$ cat src/rtl/shift_pkg.sv
// rtl/shift_pkg.sv - mode codes, FSM states and mode helper for the sequential shifter
package shift_pkg;

    localparam logic [2:0] MODE_SLL = 3'b000;
    localparam logic [2:0] MODE_SRL = 3'b001;
    localparam logic [2:0] MODE_SRA = 3'b011;
    localparam logic [2:0] MODE_ROL = 3'b100;
    localparam logic [2:0] MODE_ROR = 3'b101;

    typedef enum logic [1:0] {
        ST_IDLE  = 2'd0,
        ST_SHIFT = 2'd1,
        ST_DONE  = 2'd2
    } state_e;

    // Reserved codes pass the operand through untouched.
    function automatic logic is_reserved(input logic [2:0] m);
        return !(m inside {MODE_SLL, MODE_SRL, MODE_SRA, MODE_ROL, MODE_ROR});
    endfunction

endpackage

$ cat src/rtl/shift_step.sv
// rtl/shift_step.sv - combinational shift/rotate of acc by k (0..STEP) positions
module shift_step
    import shift_pkg::*;
#(
    parameter int WIDTH = 32,
    parameter int STEP  = 4,
    localparam int KW   = $clog2(STEP + 1)
) (
    input  logic [WIDTH-1:0] acc,
    input  logic [KW-1:0]    k,
    input  logic [2:0]       op,
    input  logic             sign,
    output logic [WIDTH-1:0] res
);

    // A chain of single-bit moves keeps every intermediate at WIDTH bits.
    always_comb begin
        res = acc;
        for (int j = 0; j < STEP; j++) begin
            if (KW'(j) < k) begin
                case (op)
                    MODE_SLL: res = {res[WIDTH-2:0], 1'b0};
                    MODE_SRL: res = {1'b0, res[WIDTH-1:1]};
                    MODE_SRA: res = {sign, res[WIDTH-1:1]};
                    MODE_ROL: res = {res[WIDTH-2:0], res[WIDTH-1]};
                    MODE_ROR: res = {res[0], res[WIDTH-1:1]};
                    default:  res = res;
                endcase
            end
        end
    end

endmodule

$ cat src/rtl/seq_shift_unit.sv
// rtl/seq_shift_unit.sv - multi-cycle shifter with start/busy/done handshake, STEP bits per cycle
module seq_shift_unit
    import shift_pkg::*;
#(
    parameter int WIDTH = 32,
    parameter int STEP  = 4
) (
    input  logic             clk,
    input  logic             rst,
    input  logic             start,
    input  logic [WIDTH-1:0] in,
    input  logic [WIDTH-1:0] shamt,
    input  logic [2:0]       mode,
    output logic             busy,
    output logic             done,
    output logic [WIDTH-1:0] out
);

    localparam int AW = $clog2(WIDTH);
    localparam int KW = $clog2(STEP + 1);

    state_e           state_q, state_d;
    logic [WIDTH-1:0] acc_q, acc_d;
    logic [WIDTH-1:0] out_q, out_d;
    logic [AW-1:0]    rem_q, rem_d;
    logic [2:0]       op_q, op_d;
    logic             sign_q, sign_d;
    logic             done_q, done_d;
    logic [KW-1:0]    k;
    logic [WIDTH-1:0] step_res;

    // Only amount mod WIDTH matters; upper shamt bits are intentionally dropped.
    logic unused_shamt;
    assign unused_shamt = ^shamt[WIDTH-1:AW];

    always_comb begin
        if (int'(rem_q) >= STEP) k = KW'(STEP);
        else                     k = KW'(rem_q);
    end

    shift_step #(
        .WIDTH (WIDTH),
        .STEP  (STEP)
    ) u_step (
        .acc   (acc_q),
        .k     (k),
        .op    (op_q),
        .sign  (sign_q),
        .res   (step_res)
    );

    always_comb begin
        state_d = state_q;
        acc_d   = acc_q;
        rem_d   = rem_q;
        op_d    = op_q;
        sign_d  = sign_q;
        out_d   = out_q;
        done_d  = 1'b0;
        case (state_q)
            ST_IDLE, ST_DONE: begin
                if (start) begin
                    state_d = ST_SHIFT;
                    acc_d   = in;
                    rem_d   = is_reserved(mode) ? '0 : shamt[AW-1:0];
                    op_d    = mode;
                    sign_d  = in[WIDTH-1];
                end else begin
                    state_d = ST_IDLE;
                end
            end
            ST_SHIFT: begin
                if (rem_q != '0) begin
                    acc_d = step_res;
                    rem_d = rem_q - AW'(k);
                end else begin
                    out_d   = acc_q;
                    done_d  = 1'b1;
                    state_d = ST_DONE;
                end
            end
            default: state_d = ST_IDLE;
        endcase
    end

    always_ff @(posedge clk or negedge rst) begin
        if (!rst) begin
            state_q <= ST_IDLE;
            acc_q   <= '0;
            out_q   <= '0;
            rem_q   <= '0;
            op_q    <= MODE_SLL;
            sign_q  <= 1'b0;
            done_q  <= 1'b0;
        end else begin
            state_q <= state_d;
            acc_q   <= acc_d;
            out_q   <= out_d;
            rem_q   <= rem_d;
            op_q    <= op_d;
            sign_q  <= sign_d;
            done_q  <= done_d;
        end
    end

    assign busy = (state_q == ST_SHIFT);
    assign done = done_q;
    assign out  = out_q;

endmodule

$ cat config.mk
export PLATFORM = sky130hd
export DESIGN_NAME = seq_shift_unit
export DESIGN_NICKNAME = d
export VERILOG_FILES = /design/src/rtl/shift_pkg.sv /design/src/rtl/shift_step.sv /design/src/rtl/seq_shift_unit.sv
export SDC_FILE = /design/constraint.sdc
export NUM_CORES = 1
export LEC_CHECK = 0
export CAP_MARGIN = 10
export CORE_UTILIZATION = 35
export CTS_BUF_LIST = sky130_fd_sc_hd__clkbuf_16
export CTS_CLUSTER_SIZE = 24
export DETAILED_ROUTE_END_ITERATION = 10
export PLACE_DENSITY = 0.57
export SLEW_MARGIN = 20
export SYNTH_ARGS = -nofsm -noshare
export SYNTH_HDL_FRONTEND = slang
export SYNTH_SLANG_ARGS = --single-unit
$ cat constraint.sdc
create_clock -name clk -period 5 [get_ports clk]
set_input_delay 0.5 -clock clk [delete_from_list [all_inputs] [get_ports clk]]
set_output_delay 0.5 -clock clk [all_outputs]
set_load 0.01 [all_outputs]
* Word-level counts from Yosys, hierarchy flattened
Cells that the tools add are included.
** Storage, ports and cells
- Register bits after elaboration :: 76
- Word-level logic and storage cells :: 58
- Output and inout bits :: 34
- Input bits :: 70
** Cells by class
- Add/sub/neg operators :: 1
- Mux-type cells :: 21
- Reduce and logical (&&, ||, !) cells :: 10
- Equal/unequal tests :: 13
- Bitwise gates (word level) :: 1
- Order comparisons :: 5
** Operators by type and width (count)
- 32-bit case mux with 5 select lines :: 4
- 32-bit two-way mux :: 6
- 32-bit case mux with 2 select lines :: 1
- 5-bit two-way mux :: 3
- 3-bit == test, second input constant :: 4
- 5-bit case mux with 2 select lines :: 1
- 5-bit nonzero test :: 2
- 3-bit by 1-bit == test with 1-bit output, second input constant :: 2
- 3-bit by 2-bit == test with 1-bit output, second input constant :: 2
- 3-bit zero test :: 2
- 1-bit by 3-bit less-than comparator with 1-bit output, first input constant :: 2
- 2-bit by 3-bit less-than comparator with 1-bit output, first input constant :: 2
- 5-bit by 3-bit >= comparator with 1-bit output, second input constant :: 1
- 5-bit by 3-bit subtractor with 5-bit output :: 1
- 2-bit != test, second input constant :: 2
- 2-bit case mux with 2 select lines :: 1
- 2-bit AND reduction :: 2
- 1-bit two-way mux :: 3
- 3-bit two-way mux :: 1
- 3-bit AND reduction :: 1
- 2-bit by 1-bit == test with 1-bit output, second input constant :: 1
- 2-bit == test, second input constant :: 1
- 2-bit zero test :: 1
- 2-bit two-way mux :: 1
- 4 further kinds :: 4

* Logic depth before layout (Yosys ltp)
- Word-level depth :: 12
- Gate-level depth with buffers :: 11
- Mapped depth without buffers :: 8

* By module
A second synthesis with hierarchy kept.
** Second synthesis, totals
- Cells, all modules :: 782
- Area, all modules :: 6311.1 um^2
** By module, submodules not included
- seq_shift_unit :: cells each 381, times used 1, area each 3538.4 um^2
- shift_step :: cells each 401, times used 1, area each 2772.7 um^2

* Worst setup path after synthesis
No wires, ideal clock.
- Kind :: register to register
- From :: register rem_q[3]
- To :: register acc_q[4]
- Arrival time :: 2.141 ns
- Setup time :: 0.126 ns
- Buffers on the path :: 4
- Cell stages (with the launch flop) :: 12
- Required time :: 4.874 ns
- Setup slack :: 2.733 ns
- Cell sequence :: dfrtp_1 buf_6 or3_1 buf_2 o22ai_4 buf_6 buf_6 nand2_1 a21oi_2 nor2_1 a221oi_2 o21ai_1
** Between the ends
- Word-level cells in the longest chain between the ends :: 12
- Elaborated cells on any way between the ends :: 18
** Ends and longest elaborated chain
- start: declaration :: line seq_shift_unit.sv:25 : logic [AW-1:0] rem_q, rem_d;
- start signal: assignment :: line seq_shift_unit.sv:99 : rem_q <= rem_d;
- 5-bit by 3-bit >= comparator with 1-bit output :: line seq_shift_unit.sv:37 : if (int'(rem_q) >= STEP) k = KW'(STEP);
- 3-bit two-way mux :: line seq_shift_unit.sv:37
- 1-bit by 3-bit less-than comparator with 1-bit output :: line shift_step.sv:20 : if (KW'(j) < k) begin
- 32-bit two-way mux :: line shift_step.sv:20
- 32-bit case mux with 5 select lines :: line shift_step.sv:21 : case (op)
- 32-bit two-way mux :: line shift_step.sv:20
- 32-bit case mux with 5 select lines :: line shift_step.sv:21
- 32-bit two-way mux :: line shift_step.sv:20
- 32-bit case mux with 5 select lines :: line shift_step.sv:21
- 32-bit two-way mux :: line shift_step.sv:20
- 32-bit two-way mux :: line seq_shift_unit.sv:73 : if (rem_q != '0) begin
- 32-bit case mux with 2 select lines :: line seq_shift_unit.sv:60 : case (state_q)
- end signal: assignment :: line seq_shift_unit.sv:89 : acc_q <= '0;
- end signal: assignment :: line seq_shift_unit.sv:97 : acc_q <= acc_d;
- end: declaration :: line seq_shift_unit.sv:23 : logic [WIDTH-1:0] acc_q, acc_d;
Several ways; a longest one is shown, not always the timed one. The select of a mux whose other input is x is not followed.
A chain may end at the register's enable or synchronous reset.

* Worst setup path after layout
- From :: register op_q[1]
- To :: register acc_q[12]
** Between the ends
- Word-level cells in the longest chain between the ends :: 11
- Elaborated cells on any way between the ends :: 15
** Ends and longest elaborated chain
- start: declaration :: line seq_shift_unit.sv:26 : logic [2:0] op_q, op_d;
- start signal: assignment :: line seq_shift_unit.sv:100 : op_q <= op_d;
- 3-bit == test (tied with other cells) :: line shift_step.sv:21
- 32-bit case mux with 5 select lines :: line shift_step.sv:21
- 32-bit two-way mux :: line shift_step.sv:20
- 32-bit case mux with 5 select lines :: line shift_step.sv:21
- 32-bit two-way mux :: line shift_step.sv:20
- 32-bit case mux with 5 select lines :: line shift_step.sv:21
- 32-bit two-way mux :: line shift_step.sv:20
- 32-bit case mux with 5 select lines :: line shift_step.sv:21
- 32-bit two-way mux * :: line shift_step.sv:20
- 32-bit two-way mux * :: line seq_shift_unit.sv:73
- 32-bit case mux with 2 select lines * :: line seq_shift_unit.sv:60
Mark *: on every way between the ends. The rest lies on a longest branch, timed or not. The select of a mux whose other input is x is not followed.

==> results.yml <==
status:
  status: "finished, final reports clean"
synthesis:
  synthFlopType: "dfrtp_1"
  synth_warnings: 0
  syn_avg_cell_area_um2: 7.523
  yosys.area.top_type: "dfrtp_1"
  synthesis.nets: 995
  synthesis.area_mm2: 0.006952
  ys_seq_elements: 76
  synth_top_area_share_pct: 27.36
  synth-edff-count: 0
  yosysUniqueCellTypes: 83
  seq_area_frac_synth_pct: 27.36
  synthArstFlopShare_pct: 100.0
  netlist_instances: 924
  synthTopCellsByArea: "dfrtp_1 27%, nand2_1 10%, a22oi_1 6.9%"
die:
  fp.dieH_um: 142.9
  dieWidth_um: 142.9
  row_count: 51
  core_area_mm2: 0.01946
  start_util_pct: 35.72
  die_area_mm2: 0.02043
  io_pins: 104
clock_tree:
  clock_sinks: 76
  insertion_delay_ns: 0.36
  cts_max_level: 3
  ctsHoldBuffers: 0
  cts_tree: "built"
  cts_resized: 0
  cts_made_buffers: 9
  clk_pin_slew_worst_paths_ns: 0.07
  cts_buffer_depth: 2
  postCtsSetupBuffers: 0
  root_buffer: "clkbuf_16"
cells_and_area:
  final_core_util_pct: 41.13
  final_cell_mix: "187 x nand2_1, 76 x dfrtp_1, 75 x clkdlybuf4s50_1, 62 x a22oi_1"
  drive_gt1_share_pct: 8.700
  nets: 997
  fill_cells: 2017
  area_growth_pct: 15.14
  final_cells: 1196
  n_antenna_cell: 0
  layout_commonest_cell: "nand2_1"
placed_design:
  hpwlAfterDp_um: 17810
  dp_cells: 1180
  portBuffers: 76
  gp_congestion: 0.9088
  dp_slack_ns: 1.379
detailed_routing:
  wl_met1_um: 11560
  dr_wl_met2_um: 11950
  vias_per_cell: 6.605
  vias: 7899
  drc: 0
  wl_per_cell_um: 22.86
  highest_layer: "met4"
  drt-initial-drc-count: 1036
  met3WireLength_um: 2471
  ant_nets: 0
  firstDrtPassIters: 6
  routed_wl_um: 27340
grt:
  overflow: 0
  grt_max_degree: 48
  grt_pass1_vias: 7555
  grt_pass1_wl_um: 43140
  antenna_found_initial: 0
  grt.total_usage_pct: 27.61
worst_setup_path:
  critPathKind: "flop to flop"
  rrSetupSlack_ns: 1.19
  worst_path_largest_cell_delay_ns: 1.06
  worstSetupStartpointType: "flop"
  endpoint_kind: "flop"
  critPathArrivalTime_ns: 4.03
  critical_path.cell_chain: "inv_2 > o21ai_2 > o22ai_1 > a21oi_1 > nor2_1 > o311ai_0 > o21ai_1"
  cp_max_fo: 22
  slowest_stage: "dfrtp_1"
  cp_data_required_time_ns: 5.22
min_path:
  holdCritPathClass: "input port to async pin"
timing:
  fmax_mhz: 262.4
  fin_skew_ns: 0.01333
  slew_headroom_pct: 19.86
  worst_slew_pin_slew_ns: 1.198
  hold_viol_final: 0
  period_needed_ns: 3.811
  layout_setup_ws_ns: 1.189
  rsz0062_at_grt: "no"
  fin_setup_tns_ns: 0
  fin_crit_sh_pct: 76.21
  drv_slew: 0
  setup_viol: 0
job:
  maxCapViolations: 0
[flip-flops by register name (all words and copies together), names as in the netlist]
| name | cells |
|---|---|
| acc_q | 32 |
| out | 32 |
| state_q | 2 |
| op_q | 3 |
| sign_q | 1 |
| rem_q | 5 |
| done | 1 |
[synth_stat cells (all sizes together), types with 12 or more instances]
library cell    n
mux2i          17
o22ai          17
nor2           49
a32oi          27
dfrtp          76
nand2         187
o21ai          79
nor3           12
a31oi          12
a221oi         28
buf            57
inv            12
clkbuf         51
a22oi          64
nand3          18
a21oi          59
o211ai         21
[area by class of cell]
type / instances / area (um^2) / area share, %
clock buffer: 9 / 225.2 / 2.814
clock inverter: 7 / 52.55 / 0.6566
inverter: 13 / 48.80 / 0.6097
multi-input combinational: 727 / 4501 / 56.23
sequential: 76 / 1902 / 23.76
tap: 265 / 331.6 / 4.143
timing repair buffer: 99 / 943.4 / 11.79
[per-stage QoR]
step | hold slack, ns | cell area, um^2
final | 0.1022 | 8004
after CTS | 0.1217 | 8004
after global routing | 0.1394 | 8004
after detailed placement | 0.4625 | 7726
after global placement | 0.4597 | 7726
after floorplan | 0.2044 | 6952
[layer usage]
layer  track usage, %  vias up
li1                 -     3515
met4            16.02        0
met2            40.33      525
met3            4.594      101
met5                0        -
met1            38.13     3758
[cells by family (layout without fill, tap and decap cells)]
family | after synthesis | count (layout) | share of synthesized area (%)
multiplexers | 19 | 19 | 2.772
adder cells (fa/ha/maj) | 1 | 1 | 0.1800
AO/OA/AOI/OAI | 403 | 403 | 42.48
AND/OR/NAND/NOR | 303 | 303 | 18.52
other | 1 | 1 | 0.05394
buffers and inverters | 121 | 128 | 8.639
flip-flops | 76 | 76 | 27.36
[worst max-delay path, delay by kind of cell, from the launching register on]
| family | cells | cell delay (ns) |
|---|---|---|
| DFF | 1 | 1.06 |
| and+or+nand+nor | 1 | 0.07 |
| AOI/OAI and AO/OA | 5 | 2.21 |
| buffers and inverters | 1 | 0.31 |
[worst paths after layout]
| path | end | from | cells after the start |
|---|---|---|---|
| min in group clk | out[3]$_DFFE_PN0P_ | out[3]$_DFFE_PN0P_ | 2 |
| setup reg to reg | acc_q[12]$_DFFE_PN0P_ | op_q[1]$_DFFE_PN0P_ | 7 |
| setup / recovery | acc_q[12]$_DFFE_PN0P_ | op_q[1]$_DFFE_PN0P_ | 7 |
| hold reg to reg | out[3]$_DFFE_PN0P_ | out[3]$_DFFE_PN0P_ | 2 |
| hold / removal | out[24]$_DFFE_PN0P_ | rst | 1 |
| max in group asynchronous | acc_q[2]$_DFFE_PN0P_ | rst | 2 |
Power is not shown: default switching activity piles up to over one toggle a cycle in this logic, so the estimate is an artifact.
